<file path="config.mk">
export PLATFORM = sky130hd
export DESIGN_NAME = id_stage
export DESIGN_NICKNAME = d
export VERILOG_FILES = /design/src/rtl/decode_pkg.sv /design/src/rtl/id_decode_comb.sv /design/src/rtl/id_stage.sv
export SDC_FILE = /design/constraint.sdc
export NUM_CORES = 1
export LEC_CHECK = 0
export ABC_AREA = 1
export BUFFER_PORTS_ARGS = -buffer_cell sky130_fd_sc_hd__buf_4
export CAP_MARGIN = 20
export CORE_MARGIN = 2
export CORE_UTILIZATION = 40
export CTS_BUF_LIST = sky130_fd_sc_hd__clkbuf_8
export CTS_CLUSTER_DIAMETER = 120
export DETAILED_ROUTE_END_ITERATION = 10
export HOLD_SLACK_MARGIN = 0.08
export PLACE_DENSITY = 0.7
export SYNTH_ARGS = -nofsm -noshare
export SYNTH_HDL_FRONTEND = slang
export SYNTH_HIERARCHICAL = 1
export SYNTH_SLANG_ARGS = --single-unit
</file>
<file path="constraint.sdc">
create_clock -name clk -period 6.6 [get_ports clk]
set_clock_uncertainty 0.15 [all_clocks]
set_input_delay 1.65 -clock clk [delete_from_list [all_inputs] [get_ports clk]]
set_output_delay 1.65 -clock clk [all_outputs]
set_load 0.05 [all_outputs]
</file>
<file path="src/rtl/decode_pkg.sv">
// Shared RV32I decode encodings and the decoded-field bundle for id_stage.
// Define DECODE_MEXT_EN to decode the M extension (ALU_W becomes 5).
package decode_pkg;

`ifdef DECODE_MEXT_EN
    localparam int unsigned ALU_W_DEF = 5;
`else
    localparam int unsigned ALU_W_DEF = 4;
`endif

    localparam logic [6:0] OP_LUI    = 7'h37;
    localparam logic [6:0] OP_AUIPC  = 7'h17;
    localparam logic [6:0] OP_JAL    = 7'h6F;
    localparam logic [6:0] OP_JALR   = 7'h67;
    localparam logic [6:0] OP_BRANCH = 7'h63;
    localparam logic [6:0] OP_LOAD   = 7'h03;
    localparam logic [6:0] OP_STORE  = 7'h23;
    localparam logic [6:0] OP_IMM    = 7'h13;
    localparam logic [6:0] OP_RTYPE  = 7'h33;

    localparam logic [2:0] F3_ADD_SUB = 3'd0;
    localparam logic [2:0] F3_SLL     = 3'd1;
    localparam logic [2:0] F3_SLT     = 3'd2;
    localparam logic [2:0] F3_SLTU    = 3'd3;
    localparam logic [2:0] F3_XOR     = 3'd4;
    localparam logic [2:0] F3_SRL_SRA = 3'd5;
    localparam logic [2:0] F3_OR      = 3'd6;
    localparam logic [2:0] F3_AND     = 3'd7;

    localparam logic [2:0] F3_BEQ  = 3'd0;
    localparam logic [2:0] F3_BNE  = 3'd1;
    localparam logic [2:0] F3_BLT  = 3'd4;
    localparam logic [2:0] F3_BGE  = 3'd5;
    localparam logic [2:0] F3_BLTU = 3'd6;
    localparam logic [2:0] F3_BGEU = 3'd7;

    localparam logic [2:0] F3_MEM_B  = 3'd0;
    localparam logic [2:0] F3_MEM_H  = 3'd1;
    localparam logic [2:0] F3_MEM_W  = 3'd2;
    localparam logic [2:0] F3_MEM_BU = 3'd4;
    localparam logic [2:0] F3_MEM_HU = 3'd5;

    localparam logic [6:0] F7_BASE = 7'h00;
    localparam logic [6:0] F7_ALT  = 7'h20;
    localparam logic [6:0] F7_MEXT = 7'h01;

    typedef enum logic [4:0] {
        ALU_OP_ADD, ALU_OP_SUB, ALU_OP_SLL, ALU_OP_SLT, ALU_OP_SLTU, ALU_OP_XOR,
        ALU_OP_SRL, ALU_OP_SRA, ALU_OP_OR, ALU_OP_AND,
        ALU_OP_MUL, ALU_OP_MULH, ALU_OP_MULHSU, ALU_OP_MULHU,
        ALU_OP_DIV, ALU_OP_DIVU, ALU_OP_REM, ALU_OP_REMU
    } alu_op_e;

    typedef enum logic [1:0] {OPSEL_RS1, OPSEL_PC, OPSEL_ZERO} opsel1_e;
    typedef enum logic [1:0] {OPSEL_RS2, OPSEL_IMM, OPSEL_FOUR} opsel2_e;
    typedef enum logic [1:0] {WB_ALU, WB_MEM, WB_PC4} wb_e;
    typedef enum logic [2:0] {
        BR_NONE, BR_EQ, BR_NE, BR_LT, BR_GE, BR_LTU, BR_GEU, BR_JUMP
    } br_e;
    typedef enum logic [1:0] {MEM_SIZE_B, MEM_SIZE_H, MEM_SIZE_W} mem_size_e;
    typedef enum logic [2:0] {
        IMM_NONE, IMM_I, IMM_S, IMM_B, IMM_U, IMM_J, IMM_SHAMT
    } imm_type_e;

    typedef struct packed {
        alu_op_e   alu_op;
        opsel1_e   opsel1;
        opsel2_e   opsel2;
        wb_e       wbsel;
        logic [4:0] rs1_addr;
        logic [4:0] rs2_addr;
        logic [4:0] rd_addr;
        logic      rf_w_en;
        logic      mem_w_en;
        logic      mem_r_en;
        mem_size_e mem_size;
        logic      mem_uns;
        br_e       br_type;
        logic      jalr;
        logic      illegal;
    } decode_t;

    // Every field at its all-zero encoding; also the illegal-op payload.
    localparam decode_t DECODE_SET = '{
        alu_op: ALU_OP_ADD, opsel1: OPSEL_RS1, opsel2: OPSEL_RS2, wbsel: WB_ALU,
        rs1_addr: 5'd0, rs2_addr: 5'd0, rd_addr: 5'd0,
        rf_w_en: 1'b0, mem_w_en: 1'b0, mem_r_en: 1'b0,
        mem_size: MEM_SIZE_B, mem_uns: 1'b0, br_type: BR_NONE,
        jalr: 1'b0, illegal: 1'b0
    };

endpackage

</file>
<file path="src/rtl/id_decode_comb.sv">
// Pure combinational RV32I decoder: raw instruction -> control bundle + immediate.
// M-extension encodings are decoded only when DECODE_MEXT_EN is defined.
module id_decode_comb
    import decode_pkg::*;
#(
    parameter int unsigned XLEN = 32
) (
    input  logic [31:0]     i_inst,
    output decode_t         o_ctrl,
    output logic [XLEN-1:0] o_imm
);

    logic [6:0] w_opcode;
    logic [6:0] w_funct7;
    logic [2:0] w_funct3;
    imm_type_e  w_imm_type;
    logic       w_use_rs1;
    logic       w_use_rs2;
    logic       w_use_rd;
    logic       w_ill;
    decode_t    w_d;
    logic [31:0] w_imm32;

    assign w_opcode = i_inst[6:0];
    assign w_funct3 = i_inst[14:12];
    assign w_funct7 = i_inst[31:25];

    always_comb begin
        w_d        = DECODE_SET;
        w_imm_type = IMM_NONE;
        w_use_rs1  = 1'b0;
        w_use_rs2  = 1'b0;
        w_use_rd   = 1'b0;
        w_ill      = 1'b0;
        case (w_opcode)
            OP_LUI: begin
                w_d.opsel1 = OPSEL_ZERO;
                w_d.opsel2 = OPSEL_IMM;
                w_imm_type = IMM_U;
                w_use_rd   = 1'b1;
            end
            OP_AUIPC: begin
                w_d.opsel1 = OPSEL_PC;
                w_d.opsel2 = OPSEL_IMM;
                w_imm_type = IMM_U;
                w_use_rd   = 1'b1;
            end
            OP_JAL: begin
                w_d.opsel1  = OPSEL_PC;
                w_d.opsel2  = OPSEL_IMM;
                w_d.wbsel   = WB_PC4;
                w_d.br_type = BR_JUMP;
                w_imm_type  = IMM_J;
                w_use_rd    = 1'b1;
            end
            OP_JALR: begin
                w_ill       = (w_funct3 != 3'd0);
                w_d.opsel2  = OPSEL_IMM;
                w_d.wbsel   = WB_PC4;
                w_d.br_type = BR_JUMP;
                w_d.jalr    = 1'b1;
                w_imm_type  = IMM_I;
                w_use_rs1   = 1'b1;
                w_use_rd    = 1'b1;
            end
            OP_BRANCH: begin
                w_d.alu_op = ALU_OP_SUB;
                w_imm_type = IMM_B;
                w_use_rs1  = 1'b1;
                w_use_rs2  = 1'b1;
                case (w_funct3)
                    F3_BEQ:  w_d.br_type = BR_EQ;
                    F3_BNE:  w_d.br_type = BR_NE;
                    F3_BLT:  w_d.br_type = BR_LT;
                    F3_BGE:  w_d.br_type = BR_GE;
                    F3_BLTU: w_d.br_type = BR_LTU;
                    F3_BGEU: w_d.br_type = BR_GEU;
                    default: w_ill = 1'b1;
                endcase
            end
            OP_LOAD: begin
                w_d.opsel2   = OPSEL_IMM;
                w_d.wbsel    = WB_MEM;
                w_d.mem_r_en = 1'b1;
                w_imm_type   = IMM_I;
                w_use_rs1    = 1'b1;
                w_use_rd     = 1'b1;
                case (w_funct3)
                    F3_MEM_B:  w_d.mem_size = MEM_SIZE_B;
                    F3_MEM_H:  w_d.mem_size = MEM_SIZE_H;
                    F3_MEM_W:  w_d.mem_size = MEM_SIZE_W;
                    F3_MEM_BU: begin w_d.mem_size = MEM_SIZE_B; w_d.mem_uns = 1'b1; end
                    F3_MEM_HU: begin w_d.mem_size = MEM_SIZE_H; w_d.mem_uns = 1'b1; end
                    default:   w_ill = 1'b1;
                endcase
            end
            OP_STORE: begin
                w_d.opsel2   = OPSEL_IMM;
                w_d.mem_w_en = 1'b1;
                w_imm_type   = IMM_S;
                w_use_rs1    = 1'b1;
                w_use_rs2    = 1'b1;
                case (w_funct3)
                    F3_MEM_B: w_d.mem_size = MEM_SIZE_B;
                    F3_MEM_H: w_d.mem_size = MEM_SIZE_H;
                    F3_MEM_W: w_d.mem_size = MEM_SIZE_W;
                    default:  w_ill = 1'b1;
                endcase
            end
            OP_IMM: begin
                w_d.opsel2 = OPSEL_IMM;
                w_imm_type = IMM_I;
                w_use_rs1  = 1'b1;
                w_use_rd   = 1'b1;
                case (w_funct3)
                    F3_ADD_SUB: w_d.alu_op = ALU_OP_ADD;
                    F3_SLT:     w_d.alu_op = ALU_OP_SLT;
                    F3_SLTU:    w_d.alu_op = ALU_OP_SLTU;
                    F3_XOR:     w_d.alu_op = ALU_OP_XOR;
                    F3_OR:      w_d.alu_op = ALU_OP_OR;
                    F3_AND:     w_d.alu_op = ALU_OP_AND;
                    F3_SLL: begin
                        w_d.alu_op = ALU_OP_SLL;
                        w_imm_type = IMM_SHAMT;
                        w_ill      = (w_funct7 != F7_BASE);
                    end
                    default: begin
                        w_imm_type = IMM_SHAMT;
                        if (w_funct7 == F7_BASE)     w_d.alu_op = ALU_OP_SRL;
                        else if (w_funct7 == F7_ALT) w_d.alu_op = ALU_OP_SRA;
                        else                         w_ill      = 1'b1;
                    end
                endcase
            end
            OP_RTYPE: begin
                w_use_rs1 = 1'b1;
                w_use_rs2 = 1'b1;
                w_use_rd  = 1'b1;
                if (w_funct7 == F7_BASE) begin
                    case (w_funct3)
                        F3_ADD_SUB: w_d.alu_op = ALU_OP_ADD;
                        F3_SLL:     w_d.alu_op = ALU_OP_SLL;
                        F3_SLT:     w_d.alu_op = ALU_OP_SLT;
                        F3_SLTU:    w_d.alu_op = ALU_OP_SLTU;
                        F3_XOR:     w_d.alu_op = ALU_OP_XOR;
                        F3_SRL_SRA: w_d.alu_op = ALU_OP_SRL;
                        F3_OR:      w_d.alu_op = ALU_OP_OR;
                        default:    w_d.alu_op = ALU_OP_AND;
                    endcase
                end else if (w_funct7 == F7_ALT) begin
                    // Only SUB and SRA have an alternate encoding.
                    if (w_funct3 == F3_ADD_SUB)      w_d.alu_op = ALU_OP_SUB;
                    else if (w_funct3 == F3_SRL_SRA) w_d.alu_op = ALU_OP_SRA;
                    else                             w_ill      = 1'b1;
                end else if (w_funct7 == F7_MEXT) begin
`ifdef DECODE_MEXT_EN
                    w_d.alu_op = alu_op_e'(5'(ALU_OP_MUL) + {2'b00, w_funct3});
`else
                    w_ill = 1'b1;
`endif
                end else begin
                    w_ill = 1'b1;
                end
            end
            default: w_ill = 1'b1;
        endcase

        if (w_ill) begin
            w_d        = DECODE_SET;
            w_d.illegal = 1'b1;
            w_imm_type = IMM_NONE;
            w_use_rs1  = 1'b0;
            w_use_rs2  = 1'b0;
            w_use_rd   = 1'b0;
        end
        w_d.rs1_addr = w_use_rs1 ? i_inst[19:15] : 5'd0;
        w_d.rs2_addr = w_use_rs2 ? i_inst[24:20] : 5'd0;
        w_d.rd_addr  = w_use_rd  ? i_inst[11:7]  : 5'd0;
        w_d.rf_w_en  = w_use_rd && (i_inst[11:7] != 5'd0);
    end

    always_comb begin
        case (w_imm_type)
            IMM_I:     w_imm32 = {{20{i_inst[31]}}, i_inst[31:20]};
            IMM_S:     w_imm32 = {{20{i_inst[31]}}, i_inst[31:25], i_inst[11:7]};
            IMM_B:     w_imm32 = {{19{i_inst[31]}}, i_inst[31], i_inst[7], i_inst[30:25],
                                  i_inst[11:8], 1'b0};
            IMM_U:     w_imm32 = {i_inst[31:12], 12'b0};
            IMM_J:     w_imm32 = {{11{i_inst[31]}}, i_inst[31], i_inst[19:12], i_inst[20],
                                  i_inst[30:21], 1'b0};
            IMM_SHAMT: w_imm32 = {27'b0, i_inst[24:20]};
            default:   w_imm32 = 32'b0;
        endcase
        o_imm       = {XLEN{w_imm32[31]}};
        o_imm[31:0] = w_imm32;
    end

    assign o_ctrl = w_d;

endmodule

</file>
<file path="src/rtl/id_stage.sv">
// RV32I decode stage: valid/ready handshake in front of a registered ID/EX bundle.
// Define DECODE_MEXT_EN to decode the M extension (ALU_W must then be 5).
module id_stage
    import decode_pkg::*;
#(
    parameter int unsigned XLEN     = 32,
    parameter int unsigned ADDR_LEN = 32,
    parameter int unsigned ALU_W    = ALU_W_DEF
) (
    input  logic                clk,
    input  logic                reset,
    input  logic                in_valid,
    output logic                in_ready,
    input  logic [ADDR_LEN-1:0] pc_i,
    input  logic [31:0]         inst,
    input  logic                flush,
    output logic                out_valid,
    input  logic                out_ready,
    output logic [ADDR_LEN-1:0] pc_o,
    output logic [ALU_W-1:0]    alu_func,
    output logic [1:0]          opsel1,
    output logic [1:0]          opsel2,
    output logic [1:0]          wbsel,
    output logic [4:0]          rs1_addr,
    output logic [4:0]          rs2_addr,
    output logic [4:0]          rd_addr,
    output logic                rf_w_en,
    output logic                mem_w_en,
    output logic                mem_r_en,
    output logic [1:0]          mem_size,
    output logic                mem_uns,
    output logic [2:0]          br_type,
    output logic                jalr,
    output logic                illegal,
    output logic [XLEN-1:0]     imm
);

    decode_t               w_ctrl;
    logic [XLEN-1:0]       w_imm;
    logic                  w_accept;
    logic                  r_valid;
    logic [ADDR_LEN-1:0]   r_pc;
    decode_t               r_ctrl;
    logic [XLEN-1:0]       r_imm;

    id_decode_comb #(
        .XLEN (XLEN)
    ) u_decode (
        .i_inst (inst),
        .o_ctrl (w_ctrl),
        .o_imm  (w_imm)
    );

    assign in_ready = !r_valid || out_ready;
    assign w_accept = in_valid && in_ready;

    always_ff @(posedge clk) begin
        if (reset) begin
            r_valid <= 1'b0;
            r_pc    <= '0;
            r_ctrl  <= DECODE_SET;
            r_imm   <= '0;
        end else if (flush) begin
            r_valid <= 1'b0;
        end else if (w_accept) begin
            r_valid <= 1'b1;
            r_pc    <= pc_i;
            r_ctrl  <= w_ctrl;
            r_imm   <= w_imm;
        end else if (out_ready) begin
            r_valid <= 1'b0;
        end
    end

    assign out_valid = r_valid;
    assign pc_o      = r_pc;
    assign alu_func  = ALU_W'(r_ctrl.alu_op);
    assign opsel1    = r_ctrl.opsel1;
    assign opsel2    = r_ctrl.opsel2;
    assign wbsel     = r_ctrl.wbsel;
    assign rs1_addr  = r_ctrl.rs1_addr;
    assign rs2_addr  = r_ctrl.rs2_addr;
    assign rd_addr   = r_ctrl.rd_addr;
    // Side effects are gated so a stale payload can never write state.
    assign rf_w_en   = r_ctrl.rf_w_en  && r_valid;
    assign mem_w_en  = r_ctrl.mem_w_en && r_valid;
    assign mem_r_en  = r_ctrl.mem_r_en && r_valid;
    assign mem_size  = r_ctrl.mem_size;
    assign mem_uns   = r_ctrl.mem_uns;
    assign br_type   = r_ctrl.br_type;
    assign jalr      = r_ctrl.jalr;
    assign illegal   = r_ctrl.illegal;
    assign imm       = r_imm;

endmodule

</file>
==> flow_summary.ini <==
[sta]
finalSetupTns_ns = 0
setup_ws_ns = 2.133
period_needed_ns = 4.467
finalSetupViolations = 0
finalMaxSlewViolations = 0
slew_headroom_pct = 36.36
fmaxAchievable_mhz = 223.8
tightest_slew_ns = 0.9512
post-route-period-util_pct = 67.69
rsz0062_at_grt = false
hold_viol = 0

[pwr]
internal-power_w = 0.0009700
seqPwrFrac_pct = 45.4
max-vdd-ir-drop_v = 0.00009069
clkPwrFrac_pct = 28.2
switchingPower_w = 0.0005035
p_per_area_nw_per_um2 = 200.7
p_total_w = 0.001473
power.leakage_nw = 3.690
pwr-share-comb_pct = 26.4
switching_share_pct = 34.17

[logic_synthesis]
synth_warnings = 6
synth_cells = 972
syn_avg_cell_area_um2 = 6.351
syn_area_um2 = 6173
syn-num-nets = 1041

[setup_path]
end_kind = primary output
crit_type = input pin to primary output
cp_max_fo = 110
slowest_delay_ns = 0.38
path_cells = buf_4, inv_1, nand2_8, buf_4
required_ns = 4.80
cp.arrival_ns = 2.67
critPathTopFamily = buffers and inverters
crit_buf_inv = 3
start_kind = input pin
cp_common_cell = buf_4
critPathSlowestCell = nand2_8

[clocking]
cts_tree = built
postCtsSetupBuffers = 0
root_buffer = clkbuf_8
post_cts_resized = 0
cts_buffers = 9
clk_path_buf_depth = 2
clock-sinks = 101
cts.clk_slew.worst_paths_ns = 0.10
htree_levels = 3
clk_latency_ns = 0.38
holdBufCountCts = 0

[drt]
ant_nets = 0
wl_mm = 16.43
route.detailed.drc = 0
wl_per_cell_um = 13.08
vias = 6052
drt_iter0_drc = 385
vias_per_cell = 4.818
first_pass_iters = 5

[die]
core-area_um2 = 15150
die_area_um2 = 16440
die_y_um = 128.2
fp.dieW_um = 128.2
initial_core_util_pct = 40.76
io-pin-count = 171
rows = 45

[global_routing]
grt_pass1_vias = 5243
grt_overflow = 0
use_met3_pct = 3.881
grt_pass1_wl_mm = 25.76
grt.busiest_layer = met2
gr-usage-all-layers_pct = 19.50
grt.met2_usage_pct = 31.29
grt_util_met1_pct = 26.28
antenna_found_initial = 0
grt_max_degree = 111

[place]
portBuffers = 170
dpl.hpwl_mm = 11.75
place.gp.congestion = 0.9316
pre_cts_slack_ns = 2.128

[layout]
layout-drive-gt1-share_pct = 22.28
fin_nets = 1132
syn_to_final_growth_pct = 18.93
fill_cells = 1636
antenna_cells = 0

[job]
maxCapViolCount = 0

[min_path]
hold_class = flip-flop to flip-flop

[status]
outcome = finished clean
-- layer usage --
metal  part of all wire [%]  vias up
li1                       -     3176
met1                     47     2681
met2                     45      178
met3                    6.1       17
met4                    1.7        0
met5                      0        -
-- path summary, 6_finish.rpt --
path	start	endpoint	slack, ns	cells past startpoint
setup reg to reg	out_valid	rs1_addr[4]	4.12	5
setup / recovery	out_ready	in_ready	2.13	4
hold reg to reg	pc_o[11]	pc_o[11]	0.34	2
hold / removal	pc_o[11]	pc_o[11]	0.34	2
-- flip-flops by register name, summed over array words and instances (netlist names), 3 cells and up --
register,cells
rs2_addr,5
rd_addr,5
imm,32
br_type,3
alu_func,4
r_ctrl,3
pc_o,32
rs1_addr,5
-- metrics by stage --
stage          std cells  utilization [%]  hold slack (ns)  cell area [um2]
2_1_floorplan        972                -           0.3014             6173
3_3_place_gp        1239            46.97           0.3126             7114
3_5_place_dp        1240            47.10           0.3193             7134
4_1_cts             1256            48.48           0.3435             7342
5_1_grt             1256            48.48           0.3603             7342
6_report            1256            48.48           0.3393             7342
-- cell usage in the layout, fill, tap and decap left out, types with 5 or more instances in the layout --
| cell | instances |
|---|---|
| nand2_1 | 179 |
| buf_4 | 172 |
| nor2_1 | 141 |
| inv_1 | 140 |
| nand3_1 | 119 |
| a21oi_1 | 109 |
| dfxtp_1 | 101 |
| inv_2 | 13 |
| a211oi_1 | 12 |
| clkbuf_8 | 11 |
| o21ai_0 | 10 |
| nand2_2 | 7 |
| nor3_1 | 5 |
| nor2_2 | 5 |
-- power groups by stage --
stage          Combinational [W]  Clock (W)  Sequential, W
6_report                0.000389   0.000416       0.000669
2_1_floorplan           0.000198          0       0.000770
4_1_cts                 0.000391   0.000435       0.000670
3_5_place_dp            0.000390          0       0.000683
3_3_place_gp            0.000387          0       0.000683
5_1_grt                 0.000421   0.000456       0.000674
-- worst register-to-register path: cells and delay by family, from the launching register on --
kind / cells / cell delay [ns]
flip-flops: 1 / 0.41
AND/OR/NAND/NOR: 4 / 1.00
buffers and inverters: 1 / 0.82
-- final cells by class --
cell class / count / area, um2 / share of cell area, %
multi-input combinational: 621 / 2943 / 40.08
sequential: 101 / 2022 / 27.54
timing repair buffer: 175 / 1351 / 18.40
inverter: 155 / 583.1 / 7.941
tap: 188 / 235.2 / 3.204
clock buffer: 11 / 151.4 / 2.062
clock inverter: 5 / 56.30 / 0.7669
Note: power is estimated with default switching activity, not from simulation.
